<file path="src/rtl/debug_run_ctrl.sv">
`default_nettype none
// ============================================================================
// Module   : debug_run_ctrl
// Brief    : Run/step/reset controller for the RV32 core: stretched reset,
//            free-run or N-cycle step clock enable, IRQ pulse, cycle counter.
//            Define DBG_BREAKPOINT_EN to enable the PC breakpoint halt.
// Revision : 1.0 - initial release
// ============================================================================
module debug_run_ctrl #(
    parameter int RST_STRETCH = 16,
    parameter int STEP_W      = 8,
    parameter int IRQ_LEN     = 4,
    parameter int PC_W        = 32
) (
    input  logic              clk,
    input  logic              rst,
    output logic              rst_out,
    input  logic              mode_run,
    input  logic              step_btn,
    input  logic [STEP_W-1:0] step_count,
    input  logic              irq_btn,
    input  logic [PC_W-1:0]   pc,
    input  logic [PC_W-1:0]   bp_addr,
    input  logic              bp_valid,
    output logic              cpu_en,
    output logic              busy,
    output logic              irq_out,
    output logic              bp_hit,
    output logic [31:0]       cycle_cnt
);

    localparam int SW = $clog2(RST_STRETCH + 1);
    localparam int IW = $clog2(IRQ_LEN + 1);

    localparam logic [2:0] HOLD  = 3'd0;
    localparam logic [2:0] IDLE  = 3'd1;
    localparam logic [2:0] STEP  = 3'd2;
    localparam logic [2:0] RUN   = 3'd3;
    localparam logic [2:0] BREAK = 3'd4;

    logic [2:0]        state;
    logic [2:0]        state_nxt;
    logic [SW-1:0]     stretch_cnt;
    logic [STEP_W-1:0] remaining;
    logic [IW-1:0]     irq_cnt;
    logic [31:0]       cycle_reg;
    logic              step_q;
    logic              irq_q;
    logic              step_edge;
    logic              irq_edge;
    logic              bp_match;
    logic              stretch_done;
    logic              load_step;
    logic [STEP_W-1:0] step_load;

    // Edge history is deliberately not reset so a level held through reset
    // cannot masquerade as a fresh press.
    always_ff @(posedge clk) begin
        step_q <= step_btn;
        irq_q  <= irq_btn;
    end

    assign step_edge = step_btn & ~step_q;
    assign irq_edge  = irq_btn & ~irq_q;

`ifdef DBG_BREAKPOINT_EN
    assign bp_match = bp_valid && (pc == bp_addr);
    assign bp_hit   = (state == BREAK);
`else
    logic unused_bp;
    assign unused_bp = ^{pc, bp_addr, bp_valid};
    assign bp_match  = 1'b0;
    assign bp_hit    = 1'b0;
`endif

    assign stretch_done = (stretch_cnt == SW'(RST_STRETCH));
    assign step_load    = (step_count == '0) ? STEP_W'(1) : step_count;
    assign load_step    = ((state == IDLE) && !mode_run && step_edge) ||
                          ((state == BREAK) && step_edge);

    always_comb begin
        state_nxt = state;
        case (state)
            HOLD:    if (stretch_done) state_nxt = mode_run ? RUN : IDLE;
            IDLE:    begin
                if (mode_run)       state_nxt = RUN;
                else if (step_edge) state_nxt = STEP;
            end
            STEP:    if (remaining == STEP_W'(1)) state_nxt = IDLE;
            RUN:     begin
                if (bp_match)       state_nxt = BREAK;
                else if (!mode_run) state_nxt = IDLE;
            end
            BREAK:   begin
                if (step_edge)      state_nxt = STEP;
                else if (!mode_run) state_nxt = IDLE;
            end
            default: state_nxt = HOLD;
        endcase
    end

    // Enable is gated combinationally in RUN so the matching fetch never issues.
    always_comb begin
        cpu_en = 1'b0;
        case (state)
            STEP:    cpu_en = 1'b1;
            RUN:     cpu_en = ~bp_match;
            default: cpu_en = 1'b0;
        endcase
    end

    always_ff @(posedge clk) begin
        if (rst) begin
            state       <= HOLD;
            stretch_cnt <= '0;
            remaining   <= '0;
            irq_cnt     <= '0;
            cycle_reg   <= '0;
        end else begin
            state <= state_nxt;

            if ((state == HOLD) && !stretch_done)
                stretch_cnt <= stretch_cnt + SW'(1);

            if (load_step)
                remaining <= step_load;
            else if (state == STEP)
                remaining <= remaining - STEP_W'(1);

            if (state == HOLD)
                irq_cnt <= '0;
            else if (irq_edge)
                irq_cnt <= IW'(IRQ_LEN);
            else if (irq_cnt != '0)
                irq_cnt <= irq_cnt - IW'(1);

            if (state == HOLD)
                cycle_reg <= '0;
            else if (cpu_en)
                cycle_reg <= cycle_reg + 32'd1;
        end
    end

    assign rst_out   = (state == HOLD);
    assign busy      = (state == STEP);
    assign irq_out   = (irq_cnt != '0);
    assign cycle_cnt = cycle_reg;

endmodule
`default_nettype wire

</file>
<file path="config.mk">
export PLATFORM = sky130hd
export DESIGN_NAME = debug_run_ctrl
export DESIGN_NICKNAME = d
export VERILOG_FILES = /design/src/rtl/debug_run_ctrl.sv
export SDC_FILE = /design/constraint.sdc
export NUM_CORES = 1
export LEC_CHECK = 0
export ABC_CLOCK_PERIOD_IN_PS = 2550
export CAP_MARGIN = 15
export CORE_MARGIN = 2
export CORE_UTILIZATION = 25
export DETAILED_ROUTE_END_ITERATION = 12
export PLACE_DENSITY = 0.58
export SYNTH_ARGS = -nofsm -noshare
export SYNTH_HDL_FRONTEND = slang
export SYNTH_SLANG_ARGS = --single-unit
</file>
<file path="constraint.sdc">
create_clock -name clk -period 2.55 [get_ports clk]
set_clock_uncertainty 0.15 [all_clocks]
set_input_delay 0.6375 -clock clk [delete_from_list [all_inputs] [get_ports clk]]
set_output_delay 0.6375 -clock clk [all_outputs]
set_load 0.03 [all_outputs]
</file>
==> results of run 1 <==
-- metal layers --
layer,track usage,share of wire,vias up
met3,0.0243,0.045,7
met4,0.0298,0.0088,0
met2,0.179,0.45,46
met1,0.151,0.50,1140
met5,0,0,-
li1,-,-,1248
-- stage by stage --
step           instances  power [mW]
2_1_floorplan        321        1.50
3_3_place_gp         496        1.66
3_5_place_dp         496        1.67
4_1_cts              503        2.16
5_1_grt              503        2.29
6_report             503        2.14
-- sequential cells by signal, indices dropped and copies added, names as in the netlist --
register,flops
irq_cnt,3
cycle_cnt,32
state,3
step_q,1
stretch_cnt,5
remaining,8
irq_q,1
-- worst max-delay path, delay by kind of cell, from the launching register on --
kind / cells / cell delay [ns]
fa+ha+maj: 2 / 0.43
buf+inv: 3 / 0.55
flops: 1 / 0.36
-- worst max path at each step --
| stage | start | to | slack [ns] | cells past startpoint |
|---|---|---|---|---|
| floorplan | cycle_cnt[15] | cycle_cnt[28] | 0.44 | 4 |
| global placement | step_btn | remaining[2] | 0.19 | 5 |
| detailed placement | irq_cnt[0] | irq_out | 0.17 | 5 |
| CTS | state[1] | rst_out | 0.04 | 2 |
| global route | irq_cnt[0] | irq_out | 0.01 | 5 |
| finish | irq_cnt[0] | irq_out | 0.12 | 5 |
-- cells by family (layout without fill, tap and decap cells) --
logic type | Yosys count | after routing
compound gates | 60 | 60
xor+xnor | 17 | 17
fa+ha+maj | 9 | 9
buf+inv | 38 | 80
flops | 53 | 53
mux | 6 | 6
other cells | 1 | 1
simple gates | 137 | 137
-- power groups by stage --
stage / Combinational [mW] / Clock, mW / Sequential, mW
detailed placement: 0.644 / 0 / 1.03
global route: 0.718 / 0.538 / 1.03
finish: 0.634 / 0.491 / 1.01
floorplan: 0.506 / 0 / 0.991
CTS: 0.644 / 0.510 / 1.01
global placement: 0.635 / 0 / 1.02
-- final cells by class --
class	instances	area share
well taps	140	0.0506
inverters	17	0.0184
flip-flops and latches	53	0.307
repair buffers	56	0.155
clock inverters	1	0.00217
clock buffers	6	0.0239
multi-input cells	230	0.443
-- timing repair --
item,in CTS,in global routing
resized for setup,1,1
hold endpoints to repair,0,0
setup endpoints to repair,1,1
-- cells in the final DEF, fill, tap and decap left out, types with 3 or more instances in the layout --
cell type                         netlist  routed
sky130_fd_sc_hd__buf_4                  3      10
sky130_fd_sc_hd__dfxtp_1               53      53
sky130_fd_sc_hd__nand2_1               18      18
sky130_fd_sc_hd__xnor2_1                5       5
sky130_fd_sc_hd__o21ai_0                3       3
sky130_fd_sc_hd__nor2b_1                3       3
sky130_fd_sc_hd__nand3_1               16      16
sky130_fd_sc_hd__ha_1                   8       8
sky130_fd_sc_hd__and4_1                 4       4
sky130_fd_sc_hd__clkdlybuf4s50_1        0      44
sky130_fd_sc_hd__nor3b_1                4       4
sky130_fd_sc_hd__clkbuf_8               0       6
sky130_fd_sc_hd__mux2i_1                5       5
sky130_fd_sc_hd__xor2_1                12      12
sky130_fd_sc_hd__nand4_1               13      13
sky130_fd_sc_hd__or4_1                 13      13
sky130_fd_sc_hd__o21a_1                 3       3
sky130_fd_sc_hd__nor4_2                 3       3
sky130_fd_sc_hd__or3_1                  5       5
sky130_fd_sc_hd__and4b_1                3       3
sky130_fd_sc_hd__a21oi_1               24      24
sky130_fd_sc_hd__nor3_1                 8       8
sky130_fd_sc_hd__nor2_1                28      28
sky130_fd_sc_hd__nor4_1                 3       3
sky130_fd_sc_hd__a31oi_1                3       3
sky130_fd_sc_hd__o31ai_1               12      12
sky130_fd_sc_hd__inv_1                 16      16
sky130_fd_sc_hd__and2_1                 5       5
==> metrics.md, run 1 <==
| Metric | Value |
|---|---|
| Critical path type | flop to output port |
| Clock power share | 0.230 |
| Cell area power density | 617 mW/mm^2 |
| FF-to-FF setup slack | 0.34 ns |
| Vias in the first global route | 2,280 |
| Ordered cell list for the critical path | inv_1 > ha_1 > ha_1 > inv_1 > dlygate4sd2_1 |
| Site Rows | 38 |
| Leakage Power | 1.11 nW |
| Sequential area share after synthesis | 0.382 |
| Placed wire-length estimate | 4590 um |
| TritonCTS clock tree | done |
| Worst endpoint required time | 1.76 ns |
| Peak clock frequency supported by timing | 411 MHz |
| Sequential standard cell area | 0.00106 mm^2 |
| Largest stage delay on the critical path | 0.40 ns |
| Clock Tree Root | sky130_fd_sc_hd__clkbuf_8 |
| Classification of the worst-slack hold path | flop to flop |
| Worst-case hold slack | 0.342 ns |
| Share of power burned in combinational logic | 0.297 |
| Endpoint of the worst hold-timing path | remaining[7] |
| Proportion of total power due to net switching | 0.342 |
| Chip Width | 109 um |
| Fraction of the mapped netlist area in adder cells | 0.0396 |
| Fraction of registers with async set or reset after synthesis | 0 |
| Max FO, Critical Path | 4 |
| Sink count of the clock tree | 53 |
| Main combinational cell family by area after synthesis | simple AND/OR/NAND/NOR gates |
| Slew HR | 0.616 |
| Post-Route Utilization | 0.319 |
| Core outline area | 0.0108 mm^2 |
| Slowest-stage cell, CP | sky130_fd_sc_hd__dlygate4sd2_1 |
| Pin count of the biggest net entering global routing | 30 |
| Total wire length | 6350 um |
| Unrepaired setup endpoints after global routing | false |
| Period utilization | 0.955 |
| Clock latency on the worst-skew pair | 0.31 ns |
| EDFF count, synth | 0 |
| Share of cells above drive strength 1 | 0.0826 |
| # IOs | 115 |
| Outcome | complete, no violations |
| Simple-gate share of the synthesized area | 0.292 |
| Level count of the clock H-tree | 2 |
| Final instance area | 0.00346 mm^2 |
| Remaining number of nets flagged by the antenna check after routing | 0 |
| Endpoint of the lowest-slack register-to-register path | cycle_cnt[26] |
| Routed WL per cell | 12.6 um |
| Largest cells by area after synthesis | sky130_fd_sc_hd__dfxtp_1 (38%), sky130_fd_sc_hd__a21oi_1 (4.3%), sky130_fd_sc_hd__nor2_1 (3.8%), sky130_fd_sc_hd__xor2_1 (3.8%), sky130_fd_sc_hd__ha_1 (3.6%) |
| Routed via count divided by cell count | 4.85 |
| Via Count | 2,441 |
| Filler cell count in the final layout | 1,133 |
| Starting utilization of the core area | 0.256 |
| Placer Congestion | 0.756 |
| First-pass GRT wire length | 10,800 um |
| Synthesized area per cell | 8.66 um^2 |
| Fraction of the mapped netlist area in compound gates | 0.143 |
| Area added between synthesis and finish | 24.5% |
| Setup total negative slack | 0 ns |
| Min cycle time layout | 2.43 ns |
| Kind of end point of the critical path | output port |
| Arrival time reported for the critical path endpoint | 1.65 ns |
| Multiplexer fraction of the synthesized cell area | 0.0221 |
| Count of endpoints failing hold in the final timing report | 0 |
| Transition at the pin with the smallest max-transition slack | 0.574 ns |
| Minimum setup slack in the final design | 0.115 ns |
| Critical path launch point type | flop |
| Number of warnings reported in the yosys synthesis log | 0 |
| Setup slack after placement | 0.173 ns |
| Placed standard-cell area | 0.00337 mm^2 |
| Worst reg2reg path startpoint | state[1] |
| Post-Syn Nets | 407 |
| Gate count after technology mapping | 321 |
| Number of distinct library cells after synthesis | 57 |
| Antenna violations before repair | 0 |
| GRT Overall Usage | 0.111 |
| Cell taking the most area after synthesis | sky130_fd_sc_hd__dfxtp_1 |
| Worst Min Path Start | remaining[7] |
| Synthesized area | 0.00278 mm^2 |
| Count of TritonRoute iterations in the first routing pass | 4 |
| Prevailing post-synth register cell | sky130_fd_sc_hd__dfxtp_1 |
| Net switching power | 0.731 mW |
| Number of max-cap violations | 0 |
| Total Die Area | 0.0120 mm^2 |
| Final net count | 449 |
| GRT Residual Overflow | 0 |
| Chip height | 109 um |
| Most common cell in the netlist | sky130_fd_sc_hd__dfxtp_1 |
| Count of antenna diodes in the layout | 0 |
| Worst vdd ir | 0.205 mV |
| Top cells by count, synth | sky130_fd_sc_hd__dfxtp_1 (53), sky130_fd_sc_hd__nor2_1 (28), sky130_fd_sc_hd__a21oi_1 (24) |
| Worst hold stages | 2 |
| Iteration-0 DRC count of the detailed router | 69 |
| CTS hold repair buffers | 0 |
| Bufs on Longest Clock Path | 2 |
| Register bit count reported by yosys | 53 |
| Post-synthesis xor/xnor area fraction | 0.0536 |
| R2R cell count | 4 |
| Final Slew Violations | 0 |
| Final setup fails | 0 |
| Total area of multi-input combinational cells | 0.00153 mm^2 |
| Number of design rule violations left after detail routing | 0 |
| Clock-pin slew of the registers on the worst-case setup and hold paths | 0.10 ns |
| Cts bufs inserted | 5 |
| Share of the synthesized area in the top cell type | 0.382 |
| Setup Buffers After CTS | 0 |
| Count of input and output buffers | 48 |
| Sequential group share of total power | 0.473 |
| Internal | 1.40 mW |
Power figures use the tool's default switching activity.
==> inputs of run 2 (changes only) <==
Settings changed: HOLD_SLACK_MARGIN set to 0.02.
==> results of run 2 <==
Final layout, timing and power as in run 1 (identical DEF).
